--- src/rtl/spi_arb_master.sv ---
// Two-client SPI master: round-robin arbitration between two requesters, one
// full-duplex DW-bit MSB-first transfer per grant on a shared bus.
module spi_arb_master #(
    parameter int DW   = 32,
    parameter int CPOL = 0,
    parameter int DIV  = 2,
    parameter int SW   = 1
) (
    input  logic              clk,
    input  logic              rst,
    input  logic [1:0]        req_valid,
    output logic [1:0]        req_ready,
    input  logic [2*DW-1:0]   req_data,
    input  logic [2*SW-1:0]   req_sel,
    output logic [1:0]        resp_valid,
    output logic [DW-1:0]     resp_data,
    output logic              busy,
    output logic [2**SW-1:0]  spi_cs_n,
    output logic              spi_sck,
    output logic              spi_copi,
    input  logic              spi_cipo
);

    localparam int NCS = 2**SW;
    localparam int PW = (DIV > 1) ? $clog2(DIV) : 1;
    localparam logic [PW-1:0] PH_LAST = PW'(DIV - 1);
    localparam logic [5:0] BIT_LAST = 6'(DW - 1);
    localparam logic SCK_IDLE = (CPOL != 0);

    typedef enum logic [2:0] {
        IDLE,
        SETUP,
        SHIFT,
        HOLD,
        GAP
    } state_t;

    state_t          state;
    logic            last_grant;
    logic            owner;
    logic [DW-1:0]   tx_sr;
    logic [DW-1:0]   rx_sr;
    logic [5:0]      bit_cnt;
    logic [PW-1:0]   phase;
    logic            half;

    logic [1:0]      grant;
    logic            acc_idx;
    logic [DW-1:0]   acc_data;
    logic [SW-1:0]   acc_sel;

    // With both requesters pending, the one that was not served last wins.
    always_comb begin
        grant = 2'b00;
        case (req_valid)
            2'b01:   grant = 2'b01;
            2'b10:   grant = 2'b10;
            2'b11:   grant = last_grant ? 2'b01 : 2'b10;
            default: grant = 2'b00;
        endcase
    end

    assign req_ready = (state == IDLE) ? grant : 2'b00;
    assign acc_idx   = grant[1];
    assign acc_data  = acc_idx ? req_data[DW +: DW] : req_data[0 +: DW];
    assign acc_sel   = acc_idx ? req_sel[SW +: SW] : req_sel[0 +: SW];

    always_ff @(posedge clk or posedge rst) begin
        if (rst) begin
            state      <= IDLE;
            spi_cs_n   <= '1;
            spi_sck    <= SCK_IDLE;
            spi_copi   <= 1'b0;
            resp_valid <= 2'b00;
            resp_data  <= '0;
            busy       <= 1'b0;
            last_grant <= 1'b1;
            owner      <= 1'b0;
            tx_sr      <= '0;
            rx_sr      <= '0;
            bit_cnt    <= '0;
            phase      <= '0;
            half       <= 1'b0;
        end else begin
            case (state)
                IDLE: begin
                    if (|req_ready) begin
                        owner      <= acc_idx;
                        last_grant <= acc_idx;
                        tx_sr      <= acc_data;
                        spi_cs_n   <= ~(NCS'(1) << acc_sel);
                        phase      <= '0;
                        busy       <= 1'b1;
                        state      <= SETUP;
                    end
                end
                SETUP: begin
                    if (phase == PH_LAST) begin
                        phase    <= '0;
                        half     <= 1'b0;
                        bit_cnt  <= BIT_LAST;
                        spi_sck  <= ~SCK_IDLE;
                        spi_copi <= tx_sr[DW-1];
                        tx_sr    <= {tx_sr[DW-2:0], 1'b0};
                        state    <= SHIFT;
                    end else begin
                        phase <= phase + 1'b1;
                    end
                end
                SHIFT: begin
                    // half=0: active half of a bit period; half=1: idle half.
                    if (phase == PH_LAST) begin
                        phase <= '0;
                        if (!half) begin
                            half    <= 1'b1;
                            spi_sck <= SCK_IDLE;
                            rx_sr   <= {rx_sr[DW-2:0], spi_cipo};
                        end else if (bit_cnt == 6'd0) begin
                            spi_copi <= 1'b0;
                            state    <= HOLD;
                        end else begin
                            half     <= 1'b0;
                            bit_cnt  <= bit_cnt - 1'b1;
                            spi_sck  <= ~SCK_IDLE;
                            spi_copi <= tx_sr[DW-1];
                            tx_sr    <= {tx_sr[DW-2:0], 1'b0};
                        end
                    end else begin
                        phase <= phase + 1'b1;
                    end
                end
                HOLD: begin
                    if (phase == PH_LAST) begin
                        phase      <= '0;
                        spi_cs_n   <= '1;
                        resp_valid <= owner ? 2'b10 : 2'b01;
                        resp_data  <= rx_sr;
                        state      <= GAP;
                    end else begin
                        phase <= phase + 1'b1;
                    end
                end
                GAP: begin
                    resp_valid <= 2'b00;
                    if (phase == PH_LAST) begin
                        phase <= '0;
                        busy  <= 1'b0;
                        state <= IDLE;
                    end else begin
                        phase <= phase + 1'b1;
                    end
                end
                default: begin
                    state <= IDLE;
                end
            endcase
        end
    end

endmodule

--- config.mk ---
export PLATFORM = sky130hd
export DESIGN_NAME = spi_arb_master
export DESIGN_NICKNAME = d
export VERILOG_FILES = /design/src/rtl/spi_arb_master.sv
export SDC_FILE = /design/constraint.sdc
export NUM_CORES = 1
export LEC_CHECK = 0
export CAP_MARGIN = 20
export CORE_MARGIN = 4
export CORE_UTILIZATION = 40
export CTS_BUF_LIST = sky130_fd_sc_hd__clkbuf_4 sky130_fd_sc_hd__clkbuf_8
export DETAILED_ROUTE_END_ITERATION = 12
export SYNTH_ARGS = -nofsm -noshare
export SYNTH_HDL_FRONTEND = slang
export SYNTH_SLANG_ARGS = --single-unit
--- constraint.sdc ---
create_clock -name clk -period 6.1 [get_ports clk]
set_input_delay 0.915 -clock clk [delete_from_list [all_inputs] [get_ports clk]]
set_output_delay 0.915 -clock clk [all_outputs]
set_load 0.01 [all_outputs]
* Yosys cells after proc, flatten, opt, wreduce, memory -nomap -nowiden
Index checks and enable logic that the tools add are counted.
Storage, ports and cells: word-level logic and storage cells 108, ROM bits 0, output and inout bits 41, register bits 116, input port bits 71, RAM bits 0, memories 0, latch bits 0
Operators by class: multiplexer cells 50, $add $sub $neg 2, shift-type cells 1, divide/modulo/power cells 0, bitwise logic cells 2, reduce and logical (&&, ||, !) cells 23, equal/unequal tests 16, multipliers 0, order comparisons 0
Operator list (number):
- $mux W32 | 6
- $pmux W32 S3 | 1
- $mux W6 | 4
- $mux W3 | 7
- $mux W1 | 16
- $pmux W3 S5 | 1
- $ne A2 B2 Y1 const B | 7
- $mux W2 | 6
- $pmux W6 S2 | 1
- $reduce_and A3 Y1 | 4
- $pmux W1 S2 | 5
- $reduce_bool A2 Y1 | 5
- $pmux W2 S2 | 2
- $reduce_and A2 Y1 | 4
- $reduce_and A4 Y1 | 2
- $reduce_and A7 Y1 | 1
- $eq A3 B2 Y1 const B | 2
- $logic_not A6 Y1 | 1
- $pmux W2 S3 | 1
- $reduce_and A6 Y1 | 1
- $sub A6 B1 Y6 const B | 1
- $reduce_and A5 Y1 | 1
- $eq A2 B2 Y1 const B | 2
- $reduce_or A4 Y1 | 1
- 12 further kinds | 12

* Depth between registers and ports, before layout
word-level depth 7, depth in mapped cells 7

* Worst setup path before layout
Ideal clock, no wire load.
kind input -> output, from input req_valid[1], to output req_ready[1], stages on the path 3, path slack 3.539 ns, arrival time 1.646 ns, cells stage by stage a21boi_2 buf_2 and2_1
Between the ends: longest elaborated chain between the ends 3
RTL lines:
- start: declaration | RTL line 11 | input logic [1:0] req_valid,
- $eq A2 B2 Y1 / $eq A2 B1 Y1 (equally long branches) | RTL line 55 | case (req_valid)
- $pmux W2 S3 (*) | RTL line 55
- $mux W2 (*) | RTL line 63 | assign req_ready = (state == IDLE) ? grant : 2'b00;
- end: declaration | RTL line 12 | output logic [1:0] req_ready,
Mark *: on every way between the ends. The rest lies on a longest branch, timed or not.

* Final worst setup path
Ends and elaborated chain as after synthesis.

==> results.md <==
* Outcome: finished, final reports clean
* DR pass1 iterations at 4
* Synth-to-layout area growth at 30.25%
* Synthesized area per cell at 12.93 sq um
* Final instance area at 7177 sq um
* Post-synthesis cell count at 426
* Root buf cell: clkbuf_8
* Placed inst area at 6768 sq um
* Share of power burned in registers at 49.0%
* Bufs and invs on worst path at 3
* CORE AREA at 13350 sq um
* Logic pwr share at 5.8%
* Total power at 1.589 mW
* Rows at 42
* Die area at 15720 sq um
* Setup TNS at 0 ns
* Switching power at 0.3233 mW
* Clock skew at 0.01370 ns
* Worst EP arrival at 2.90 ns
* H-tree levels at 4
* Hold Crit Class: reg2reg
* Remaining DRCs at 0
* Finished Core Util at 53.77%
* DR top layer: met4
* Met3 routed WL at 891 um
* Setup CP Type: in2out
* Tcrit/Tclk final at 62.47%
* Pint at 1.266 mW
* Synth cell types at 43
* CTS tree: yes
* Starting density of the core at 41.28%
* Peak supply drop at 0.0001522 V
* Cell Area, Synth at 5510 sq um
* Final setup violation count at 0
* Largest net degree at the start of global routing at 72
* PwrDens at 221.5 nW/um^2
* EDFF count, synth at 0
* Final RePlAce weighted congestion at 0.8191
* Final #Nets at 615
* Max cap viols at 0
* CP endpoint kind: primary output
* Worst-path maximum fanout at 35
* CP required at 5.18 ns
* GRT overflow at 0
* Unrepaired setup endpoints after global routing: no
* Cells along the critical path: clkdlybuf4s50_1 > a21boi_4 > buf_4 > and2_1 > clkdlybuf4s50_1
* Mapped Nets at 499
* Clk slew on worst S/H paths at 0.06 ns
* Vias in the first global route at 3857
* I/O pins at 112
* Final Hold Viols at 0
* Routed len/inst at 15.51 um
* Ys flop type: dfrtp_1
* WL met1 at 5204 um
* # port buffers at 111
* Met2 wire length at 5035 um
* Num CTS Buffers at 17
* Antenna Diode Count at 0
* Sw frac at 20.34%
* GRT Overall Usage at 15.19%
* FFs w/ async S/R, synth at 100.0%
* Initial antenna violation count at 0
* Antenna Nets Post-Route at 0
* CP dominant cell by count: clkdlybuf4s50_1
* Leakage at 3.071 nW
* Fraction of layout cells with a size suffix above 1 at 26.85%
* Crit path max-delay family: buffers and inverters
* Via Count at 3557
* Total wire length at 11340 um
* #FFs+latches synth at 116
* Slowest cell on crit path: clkdlybuf4s50_1
* DP Wirelength at 7635 um
* Fin cells at 731
* Die Width at 125.4 um
* DP Cell Count at 699
* Max Fclk at 0.2624 GHz
* First-pass GRT wire length at 19290 um
* Die H at 125.4 um
* Rel. slew slack at 41.27%
* Max Root-Sink Buffers at 2
* Number of setup buffers added after CTS at 0
* Syn. warnings at 0
* Clk_lat worst skew at 0.43 ns
* Final Max Slew Viols at 0
* Vias per inst at 4.866
* Tightest Pin Transition at 0.8810 ns
* Critical path's largest stage delay at 0.58 ns
* Post-cts gate resize count at 0
* Min Clock Period, post-route at 3.811 ns
* Clock power share at 45.3%
* Element type at the critical path start: input port
* Hold-fix buffers, CTS at 0
* Register area share after synthesis at 52.75%
* DR iter-0 viols at 113
* Clk sinks at 116
## stage by stage
| stage | setup WS [ns] | hold slack (ns) |
|---|---|---|
| floorplan | 2.118 | 0.4244 |
| global placement | 2.340 | 0.4405 |
| detailed placement | 2.281 | 0.4581 |
| CTS | 2.270 | 0.4630 |
| global route | 2.172 | 0.5087 |
| finish | 2.289 | 0.4632 |
## power by group through the flow
stage,Combinational (mW),Clock [mW],Sequential (mW)
2_1_floorplan,0.0386,0,0.791
3_3_place_gp,0.0931,0,0.792
3_5_place_dp,0.0943,0,0.792
4_1_cts,0.0948,0.746,0.778
5_1_grt,0.101,0.790,0.778
6_report,0.0916,0.720,0.778
## registers in the layout (all words and copies together), names as in the netlist
name and flops:
resp_data 32, rx_sr 32, tx_sr 32, bit_cnt 6, state 3, resp_valid 2, spi_cs_n 2, busy 1
half 1, last_grant 1, owner 1, phase 1, spi_copi 1, spi_sck 1
## worst reg2reg max path, stage by stage (launching register included)
cell       delay (ns)
dfrtp_1          0.51
nand2b_1         0.34
o21bai_4         0.26
a2111oi_4        0.28
buf_4            0.51
mux2_2           0.41
## synth_stat cells, types with 2 or more instances
| library cell | instances | area, sq um |
|---|---|---|
| dfrtp_1 | 113 | 2828 |
| mux2_2 | 100 | 1126 |
| mux2i_1 | 62 | 620.6 |
| inv_1 | 38 | 142.6 |
| buf_2 | 13 | 65.06 |
| nor2_1 | 12 | 45.04 |
| a21oi_1 | 10 | 50.05 |
| nand2_1 | 10 | 37.54 |
| nand2b_1 | 6 | 37.54 |
| o21ai_0 | 6 | 30.03 |
| buf_6 | 4 | 45.04 |
| nand3_1 | 4 | 20.02 |
| a211oi_1 | 3 | 22.52 |
| and2_1 | 3 | 18.77 |
| dfstp_2 | 3 | 78.83 |
| nor2b_1 | 3 | 18.77 |
| or4_1 | 3 | 22.52 |
| a211o_1 | 2 | 17.52 |
| a21o_1 | 2 | 15.01 |
| buf_4 | 2 | 15.01 |
| ha_1 | 2 | 25.02 |
| nor4_1 | 2 | 12.51 |
| or3_1 | 2 | 12.51 |
| xor2_1 | 2 | 17.52 |
## cells in the final DEF, fill, tap and decap left out, drive strengths merged, types with 6 or more instances in the layout
master and n:
a21oi 10, clkdlybuf4s50 111, mux2 101, nor2 12, nand2b 6, clkbuf 27, dfrtp 113, inv 38
nand2 10, o21ai 7, buf 6, mux2i 62
## area by class of cell
class                           instances  area, sq um
Clock buffer                           27        334.1
Clock inverter                          5        75.07
Fill cell                            1198         6171
Inverter                               38        145.1
Multi-Input combinational cell        252         2340
Sequential cell                       116         2907
Tap cell                              176        220.2
Timing Repair Buffer                  117         1156
## cell families (layout without fill, tap and decap cells)
group / after synthesis / after routing / synth area share, %
simple gates: 52 / 52 / 5.086
flops: 116 / 116 / 52.75
mux: 163 / 163 / 31.97
fa+ha+maj: 2 / 2 / 0.4541
xor+xnor: 2 / 2 / 0.3180
compound gates: 33 / 33 / 4.496
buf+inv: 58 / 187 / 4.927
## final timing paths
kind                       depth (start not counted)          from  slack, ns       endpoint
min in group asynchronous                          2           rst       1.03  resp_data[28]
setup reg to reg                                   5      state[0]       3.68       tx_sr[1]
setup / recovery                                   5  req_valid[1]       2.29   req_ready[1]
hold / removal                                     1         owner       0.46  resp_valid[0]
max in group asynchronous                          3           rst       3.94   resp_data[8]
hold reg to reg                                    1         owner       0.46  resp_valid[0]
## metal layers
layer / global-route usage (%) / vias to the layer above
met1: 19.61 / 1744
met2: 22.49 / 85
li1: - / 1712
met3: 6.567 / 16
met4: 6.186 / 0
met5: 0 / -
Power figures use the tool's default switching activity.
